[config.mk]
export PLATFORM = sky130hd
export DESIGN_NAME = aftab_imm_sel_controller
export DESIGN_NICKNAME = d
export VERILOG_FILES = /design/src/rtl/aftab_imm_sel_controller.sv
export SDC_FILE = /design/constraint.sdc
export NUM_CORES = 1
export LEC_CHECK = 0
export CAP_MARGIN = 20
export CELL_PAD_IN_SITES_DETAIL_PLACEMENT = 1
export CELL_PAD_IN_SITES_GLOBAL_PLACEMENT = 2
export CORE_AREA = 2 2 91 127
export DETAILED_ROUTE_END_ITERATION = 10
export DIE_AREA = 0 0 93 129
export PLACE_DENSITY_LB_ADDON = 0.1
export SKIP_CTS_REPAIR_TIMING = 1
export SLEW_MARGIN = 20
export SYNTH_ARGS = -nofsm -noshare
export SYNTH_HDL_FRONTEND = slang
export SYNTH_SLANG_ARGS = --single-unit
[constraint.sdc]
create_clock -name clk -period 2.3 [get_ports clk]
set_clock_uncertainty 0.1 [all_clocks]
set_input_delay 0.46 -clock clk [delete_from_list [all_inputs] [get_ports clk]]
set_output_delay 0.46 -clock clk [all_outputs]
set_load 0.005 [all_outputs]
[src/rtl/aftab_imm_sel_controller.sv]
`default_nettype none
// ============================================================================
// Module  : aftab_imm_sel_controller
// Brief   : Captures an RV32I instruction, decodes its immediate format and
//           drives registered select lines / IR slices to immSelSignExt.
// Rev     : 1.0  initial release
// ============================================================================
module aftab_imm_sel_controller #(
  parameter int XLEN  = 32,
  parameter int CNT_W = 8
) (
  input  logic             clk,
  input  logic             rst,
  input  logic             flush,
  input  logic             instr_valid,
  input  logic [XLEN-1:0]  instr,
  output logic             instr_ready,
  input  logic             imm_ready,
  output logic             imm_valid,
  output logic [2:0]       fmt,
  output logic             illegal,
  output logic             IR7,
  output logic             IR20,
  output logic             IR31,
  output logic [3:0]       IR11_8,
  output logic [7:0]       IR19_12,
  output logic [3:0]       IR24_21,
  output logic [5:0]       IR30_25,
  output logic             selI,
  output logic             selS,
  output logic             selBUJ,
  output logic             selIJ,
  output logic             selSB,
  output logic             selU,
  output logic             selISBJ,
  output logic             selIS,
  output logic             selB,
  output logic             selJ,
  output logic             selISB,
  output logic             selUJ,
  output logic [CNT_W-1:0] illegal_cnt
);

  typedef enum logic [1:0] {
    S_IDLE   = 2'd0,
    S_DECODE = 2'd1,
    S_VALID  = 2'd2
  } state_t;

  localparam logic [2:0]       C_FMT_NONE = 3'd0;
  localparam logic [2:0]       C_FMT_I    = 3'd1;
  localparam logic [2:0]       C_FMT_S    = 3'd2;
  localparam logic [2:0]       C_FMT_B    = 3'd3;
  localparam logic [2:0]       C_FMT_U    = 3'd4;
  localparam logic [2:0]       C_FMT_J    = 3'd5;
  localparam logic [2:0]       C_FMT_ILL  = 3'd7;
  localparam logic [CNT_W-1:0] C_CNT_ONE  = CNT_W'(1);

  state_t            r_state;
  logic [XLEN-1:0]   r_ir;
  logic [2:0]        r_fmt;
  logic [11:0]       r_sel;
  logic              r_illegal;
  logic              r_imm_valid;
  logic [CNT_W-1:0]  r_cnt;

  logic [2:0]        w_fmt;
  logic [11:0]       w_sel;

  always_comb begin
    w_fmt = C_FMT_ILL;
    case (r_ir[6:0])
      7'b0000011, 7'b0010011, 7'b1100111, 7'b1110011: w_fmt = C_FMT_I;
      7'b0100011:                                     w_fmt = C_FMT_S;
      7'b1100011:                                     w_fmt = C_FMT_B;
      7'b0110111, 7'b0010111:                         w_fmt = C_FMT_U;
      7'b1101111:                                     w_fmt = C_FMT_J;
      7'b0110011:                                     w_fmt = C_FMT_NONE;
      default:                                        w_fmt = C_FMT_ILL;
    endcase
  end

  // Bit order: I S BUJ IJ SB U ISBJ IS B J ISB UJ
  always_comb begin
    w_sel = 12'b0;
    case (w_fmt)
      C_FMT_I: w_sel = 12'b1001_0011_0010;
      C_FMT_S: w_sel = 12'b0100_1011_0010;
      C_FMT_B: w_sel = 12'b0010_1010_1010;
      C_FMT_U: w_sel = 12'b0010_0100_0001;
      C_FMT_J: w_sel = 12'b0011_0010_0101;
      default: w_sel = 12'b0;
    endcase
  end

  // Only combinational input-to-output path: imm_ready -> instr_ready in VALID.
  assign instr_ready = (r_state == S_IDLE) || ((r_state == S_VALID) && imm_ready);

  always_ff @(posedge clk) begin
    if (!rst) begin
      r_state     <= S_IDLE;
      r_ir        <= '0;
      r_fmt       <= C_FMT_NONE;
      r_sel       <= '0;
      r_illegal   <= 1'b0;
      r_imm_valid <= 1'b0;
      r_cnt       <= '0;
    end else if (flush) begin
      r_state     <= S_IDLE;
      r_ir        <= '0;
      r_fmt       <= C_FMT_NONE;
      r_sel       <= '0;
      r_illegal   <= 1'b0;
      r_imm_valid <= 1'b0;
    end else begin
      case (r_state)
        S_IDLE: begin
          if (instr_valid) begin
            r_ir    <= instr;
            r_state <= S_DECODE;
          end
        end
        S_DECODE: begin
          r_fmt       <= w_fmt;
          r_sel       <= w_sel;
          r_illegal   <= (w_fmt == C_FMT_ILL);
          r_imm_valid <= 1'b1;
          r_state     <= S_VALID;
          if ((w_fmt == C_FMT_ILL) && (r_cnt != '1)) begin
            r_cnt <= r_cnt + C_CNT_ONE;
          end
        end
        S_VALID: begin
          if (imm_ready) begin
            r_imm_valid <= 1'b0;
            if (instr_valid) begin
              r_ir    <= instr;
              r_state <= S_DECODE;
            end else begin
              r_state <= S_IDLE;
            end
          end
        end
        default: r_state <= S_IDLE;
      endcase
    end
  end

  assign imm_valid   = r_imm_valid;
  assign fmt         = r_fmt;
  assign illegal     = r_illegal;
  assign illegal_cnt = r_cnt;

  assign IR7     = r_ir[7];
  assign IR11_8  = r_ir[11:8];
  assign IR19_12 = r_ir[19:12];
  assign IR20    = r_ir[20];
  assign IR24_21 = r_ir[24:21];
  assign IR30_25 = r_ir[30:25];
  assign IR31    = r_ir[31];

  assign {selI, selS, selBUJ, selIJ, selSB, selU,
          selISBJ, selIS, selB, selJ, selISB, selUJ} = r_sel;

endmodule
`default_nettype wire

* After elaboration in Yosys (flattened, before gate mapping)
Cells that the tools add are included.
Cells by class: bitwise gates (word level) 2, reductions and logical operators 13, multiplexer cells 11, $add $sub $neg 1, eq/ne operators 21
Operator list (number):
- two-way mux 32 bit | 2
- case mux 32 bit (2 select lines) | 1
- case mux 12 bit (5 select lines) | 1
- == test 7 bit, second input constant | 4
- == test 7 x 6 -> 1 bit, second input constant | 3
- case mux 3 bit (6 select lines) | 1
- == test 7 x 5 -> 1 bit, second input constant | 2
- == test 3 bit, second input constant | 3
- adder 8 x 1 -> 8 bit, second input constant | 1
- != test 8 bit, second input constant | 1
- == test 7 x 2 -> 1 bit, second input constant | 1
- == test 3 x 2 -> 1 bit, second input constant | 2
- case mux 2 bit (3 select lines) | 1
- AND reduction 2 bit | 3
- two-way mux 2 bit | 2
- != test 2 bit, second input constant | 2
- nonzero test 2 bit | 2
- OR reduction 2 bit | 2
- OR reduction 4 bit | 1
- == test 3 x 1 -> 1 bit, second input constant | 1
- AND reduction 3 bit | 1
- == test 2 x 1 -> 1 bit, second input constant | 1
- == test 2 bit, second input constant | 1
- logical AND 1 bit | 2
- other kinds (5) | 7
Word-level totals: output and inout bits 51, logic and storage cells 55, bits in registers 59, input bits 37

* Logic depth before layout (Yosys ltp)
word-level depth 6, gate-level depth with buffers 7, mapped depth without buffers 6

* Worst setup path before layout
No wires, ideal clock.
path type register to register, start point register r_cnt[0] (netlist: illegal_cnt[0]), end point register r_cnt[5] (netlist: illegal_cnt[5]), period minus slack after synthesis 1.651 ns, buffers on the path 0, arrival 1.436 ns, data required time 2.085 ns, stages on the path, launching flop included 7, setup slack 0.649 ns, setup time 0.115 ns, path through dfxtp_1 -> ha_1 -> nand3_1 -> o211ai_4 -> a2111oi_4 -> xor2_1 -> and2_1
Between the ends: word-level cells in the longest chain between the ends 3, elaborated cells between the ends (all ways) 4, those cells by class add/sub (1); eq/ne (1); reduce/logical (2)
Ends and longest elaborated chain:
- from (decl) | line 65 | logic [CNT_W-1:0] r_cnt;
- from (signal assigned) | line 130 | r_cnt <= r_cnt + C_CNT_ONE;
- parallel branches: the longest is 3 deep, another holds adder 8 x 1 -> 8 bit
Several ways; the timed one is not identified. A chain may end at the register's enable or synchronous reset.

* Worst setup path after layout
start point input port imm_ready, end point output port instr_ready
Between the ends: word-level cells in the longest chain between the ends 2
Ends and longest elaborated chain:
- from (decl) | line 18 | input logic imm_ready,
- logical AND 1 bit | line 97 | assign instr_ready = (r_state == S_IDLE) || ((r_state == S_VALID) && imm_ready);
- logical OR 1 bit | line 97
- to (decl) | line 17 | output logic instr_ready,
Every way passes these cells.

==> flow_summary.yaml <==
clock_tree:
  cts.path.max_buffers: 2
  cts_sinks: 59
  cts.root.buffer_cell: "sky130_fd_sc_hd__clkbuf_16"
  clock_tree.htree_level_count: 3
  clk_latency_worst_skew_pair_ns: 0.32
  tritoncts.num_buffers: 9
  tritoncts: "done"
  clkTransAtPathRegs_ns: 0.05
setup_path:
  worstSetupPathType: "in2out"
  worst-endpoint-arrival_ns: 1.32
  setup.worst_path.end: "instr_ready"
  rrSetupSlack_ns: 0.45
  timing.critical_path.slowest_cell_delay_ns: 0.48
  crit_path_cell_trace: "clkdlybuf4s50_1 -> inv_1 -> a21oi_1 -> dlymetal6s2s_1"
  worst_ep_required_time_ns: 1.74
  crit_path_end_kind: "output pin"
  crit_path_start_kind: "input pin"
  regToRegEndpoint: "illegal_cnt[0]"
  setup.worst_path.start: "imm_ready"
  depth_of_the_worst_register_to_register_path: 5
  critical_path_peak_fanout: 2
  rr_startpoint: "r_ir[2]"
  cpMaxStageDelayCell: "sky130_fd_sc_hd__clkdlybuf4s50_1"
floorplanning:
  core_um2: 10810
  chipWidth_um: 93
  row_count: 45
  io_pins: 88
  floorplan.die_area_um2: 12000
  initial_standard_cell_utilization_of_the_core: 0.2454
  die_h_um: 129
synth:
  syn-mean-instance-area_um2: 8.238
  post_synth_inst_count: 322
  yosys_register_bits: 59
  mappedNetlistArea_um2: 2653
  ys_types: 40
  synth-async-reset-ratio: 0
  number_of_enable_type_register_cells_in_the_synthesized_netlist: 0
  synth_warn: 0
  synth-main-ff-cell: "sky130_fd_sc_hd__dfxtp_1"
  synth_fp_nets: 360
  synth.yosys.seq_area_share: 0.4453
place:
  dp_hpwl_um: 5477
  io_buffer_count: 87
  globalplace.congestion: 0.7520
  dpl-instance-area_um2: 3553
drt:
  antenna_violation_net_count_after_detailed_routing: 0
  drc: 0
  drt_iter0_drc: 43
  routed-via-count: 2335
  routed_wirelength_um: 7515
  drt_pass1_iterations: 4
  average_wire_per_cell_in_the_routed_design_um: 14.02
  viasPerCell: 4.356
timing:
  maxSlewHeadroom: 0.5438
  setup_viol: 0
  fmax_ghz: 0.5307
  final_hold_viol_count: 0
  grt_setup_unrepaired: "no"
  slew_violations: 0
  hold_slack_ns: 0.3519
  final_period_minus_worst_setup_slack_ns: 1.884
  pin_slew_with_the_least_headroom_to_its_limit_ns: 0.6843
  layout_worst_path_cycle_share: 0.8192
  tns_ns: 0
pwr:
  worst_ir_drop_vdd_v: 0.0003359
  static-leakage-power_uw: 0.001369
  p_total_uw: 2639
  cellPowerDensity_nw_per_um2: 685.1
finish:
  num-nets-final: 429
  final_util: 0.3563
  antenna-diode-count: 0
  area_growth_syn_to_layout_pct: 45.19
  final_design_area_no_fill_um2: 3851
  drive_above_1_share: 0.09367
grt:
  grt_use_total: 0.1313
  globalRouteOverflowTotal: 0
  largest_net_degree_at_the_start_of_global_routing: 26
  via_count_of_the_first_global_routing_pass: 2426
  first_pass_grt_wire_length_um: 12170
  grt_antenna_before_repair: 0
flow_run:
  cap_viol_max_count: 0
outcome:
  run_status: "finished clean"
hold_path:
  hold_path.class: "reg2reg"
-- synthesized netlist by cell type, types with 2 or more instances --
cell type                   number  share of area
sky130_fd_sc_hd__nand3_1         4         0.0075
sky130_fd_sc_hd__xor2_1          4          0.013
sky130_fd_sc_hd__nand2b_1        3         0.0071
sky130_fd_sc_hd__nor2_1         17          0.024
sky130_fd_sc_hd__nor2b_1         2         0.0047
sky130_fd_sc_hd__a21oi_1        41          0.077
sky130_fd_sc_hd__mux2i_1         3          0.011
sky130_fd_sc_hd__buf_2           3         0.0057
sky130_fd_sc_hd__dfxtp_1        59           0.45
sky130_fd_sc_hd__buf_1           2         0.0028
sky130_fd_sc_hd__nand2_1        87           0.12
sky130_fd_sc_hd__and2b_1         2         0.0057
sky130_fd_sc_hd__clkbuf_1       12          0.017
sky130_fd_sc_hd__nand4_1         6          0.014
sky130_fd_sc_hd__a32oi_1         2         0.0066
sky130_fd_sc_hd__a2111oi_4       3          0.031
sky130_fd_sc_hd__and2_1          6          0.014
sky130_fd_sc_hd__inv_1           5         0.0071
sky130_fd_sc_hd__a211oi_1        2         0.0057
sky130_fd_sc_hd__nor3_1          8          0.015
sky130_fd_sc_hd__o21ai_0         7          0.013
sky130_fd_sc_hd__o211ai_4        2          0.016
sky130_fd_sc_hd__a22oi_1         2         0.0057
sky130_fd_sc_hd__nand3b_1        2         0.0057
sky130_fd_sc_hd__buf_4          23          0.065
-- worst max-delay path: cells and delay by family --
| family | cells | cell delay [ns] |
|---|---|---|
| AO/OA/AOI/OAI | 1 | 0.18 |
| buffers and inverters | 3 | 0.69 |
-- power by group --
part,internal [uW],switching (uW)
Combinational,128,112
Clock,890,446
Sequential,1050,17.6
Total,2060,575
-- per-stage QoR --
stage,worst slack [ns],cells
floorplan,0.6491,322
global placement,0.01433,521
detailed placement,0.02013,521
CTS,-0.01481,536
global route,0.3093,536
finish,0.4158,536
-- layout make-up --
class / instances / area, um2
multi-input combinational: 217 / 1204
tap: 141 / 176.4
fill: 1282 / 6959
sequential: 59 / 1181
clock buffer: 13 / 260.3
clock inverter: 2 / 35.03
timing repair buffer: 99 / 975.9
inverter: 5 / 18.77
-- layer usage --
layer	GRT usage	wire length [um]	part of all wire
met4	0.05536	163	0.022
met5	0	0	0
met1	0.1607	3411	0.45
met2	0.2199	3651	0.49
met3	0.03162	288	0.038
-- logic make-up (layout without fill, tap and decap cells) --
group / Yosys count / after routing / synth area share
AOI/OAI and AO/OA: 64 / 64 / 0.1759
buffers and inverters: 46 / 119 / 0.1019
DFF: 59 / 59 / 0.4453
xor gates and xnor gates: 4 / 4 / 0.01321
adders and majority gates: 1 / 1 / 0.004716
and+or+nand+nor: 145 / 145 / 0.2476
muxes: 3 / 3 / 0.01132
-- worst min-delay path by stage --
stage | from | endpoint | slack [ns] | cells after the start
finish | r_ir[8] | r_ir[8] | 0.35 | 2
global placement | r_ir[21] | r_ir[21] | 0.34 | 2
detailed placement | r_ir[8] | r_ir[8] | 0.35 | 2
floorplan | r_ir[10] | r_ir[10] | 0.34 | 2
CTS | r_ir[8] | r_ir[8] | 0.35 | 2
global route | r_ir[15] | r_ir[15] | 0.37 | 2
-- registers in the layout, summed over array words and instances, names as in the netlist --
name         count
r_state          2
imm_valid        1
illegal_cnt      8
illegal          1
r_sel           12
fmt              3
r_ir            32
-- cell usage in the layout, fill, tap and decap left out, types with 5 or more instances in the layout --
cell type,n
sky130_fd_sc_hd__o21ai_0,7
sky130_fd_sc_hd__inv_1,5
sky130_fd_sc_hd__clkdlybuf4s50_1,86
sky130_fd_sc_hd__nor3_1,8
sky130_fd_sc_hd__nand4_1,6
sky130_fd_sc_hd__dfxtp_1,59
sky130_fd_sc_hd__and2_1,6
sky130_fd_sc_hd__clkbuf_16,9
sky130_fd_sc_hd__a21oi_1,41
sky130_fd_sc_hd__buf_4,11
sky130_fd_sc_hd__nor2_1,17
sky130_fd_sc_hd__nand2_1,86
Note: power is estimated with default switching activity, not from simulation.
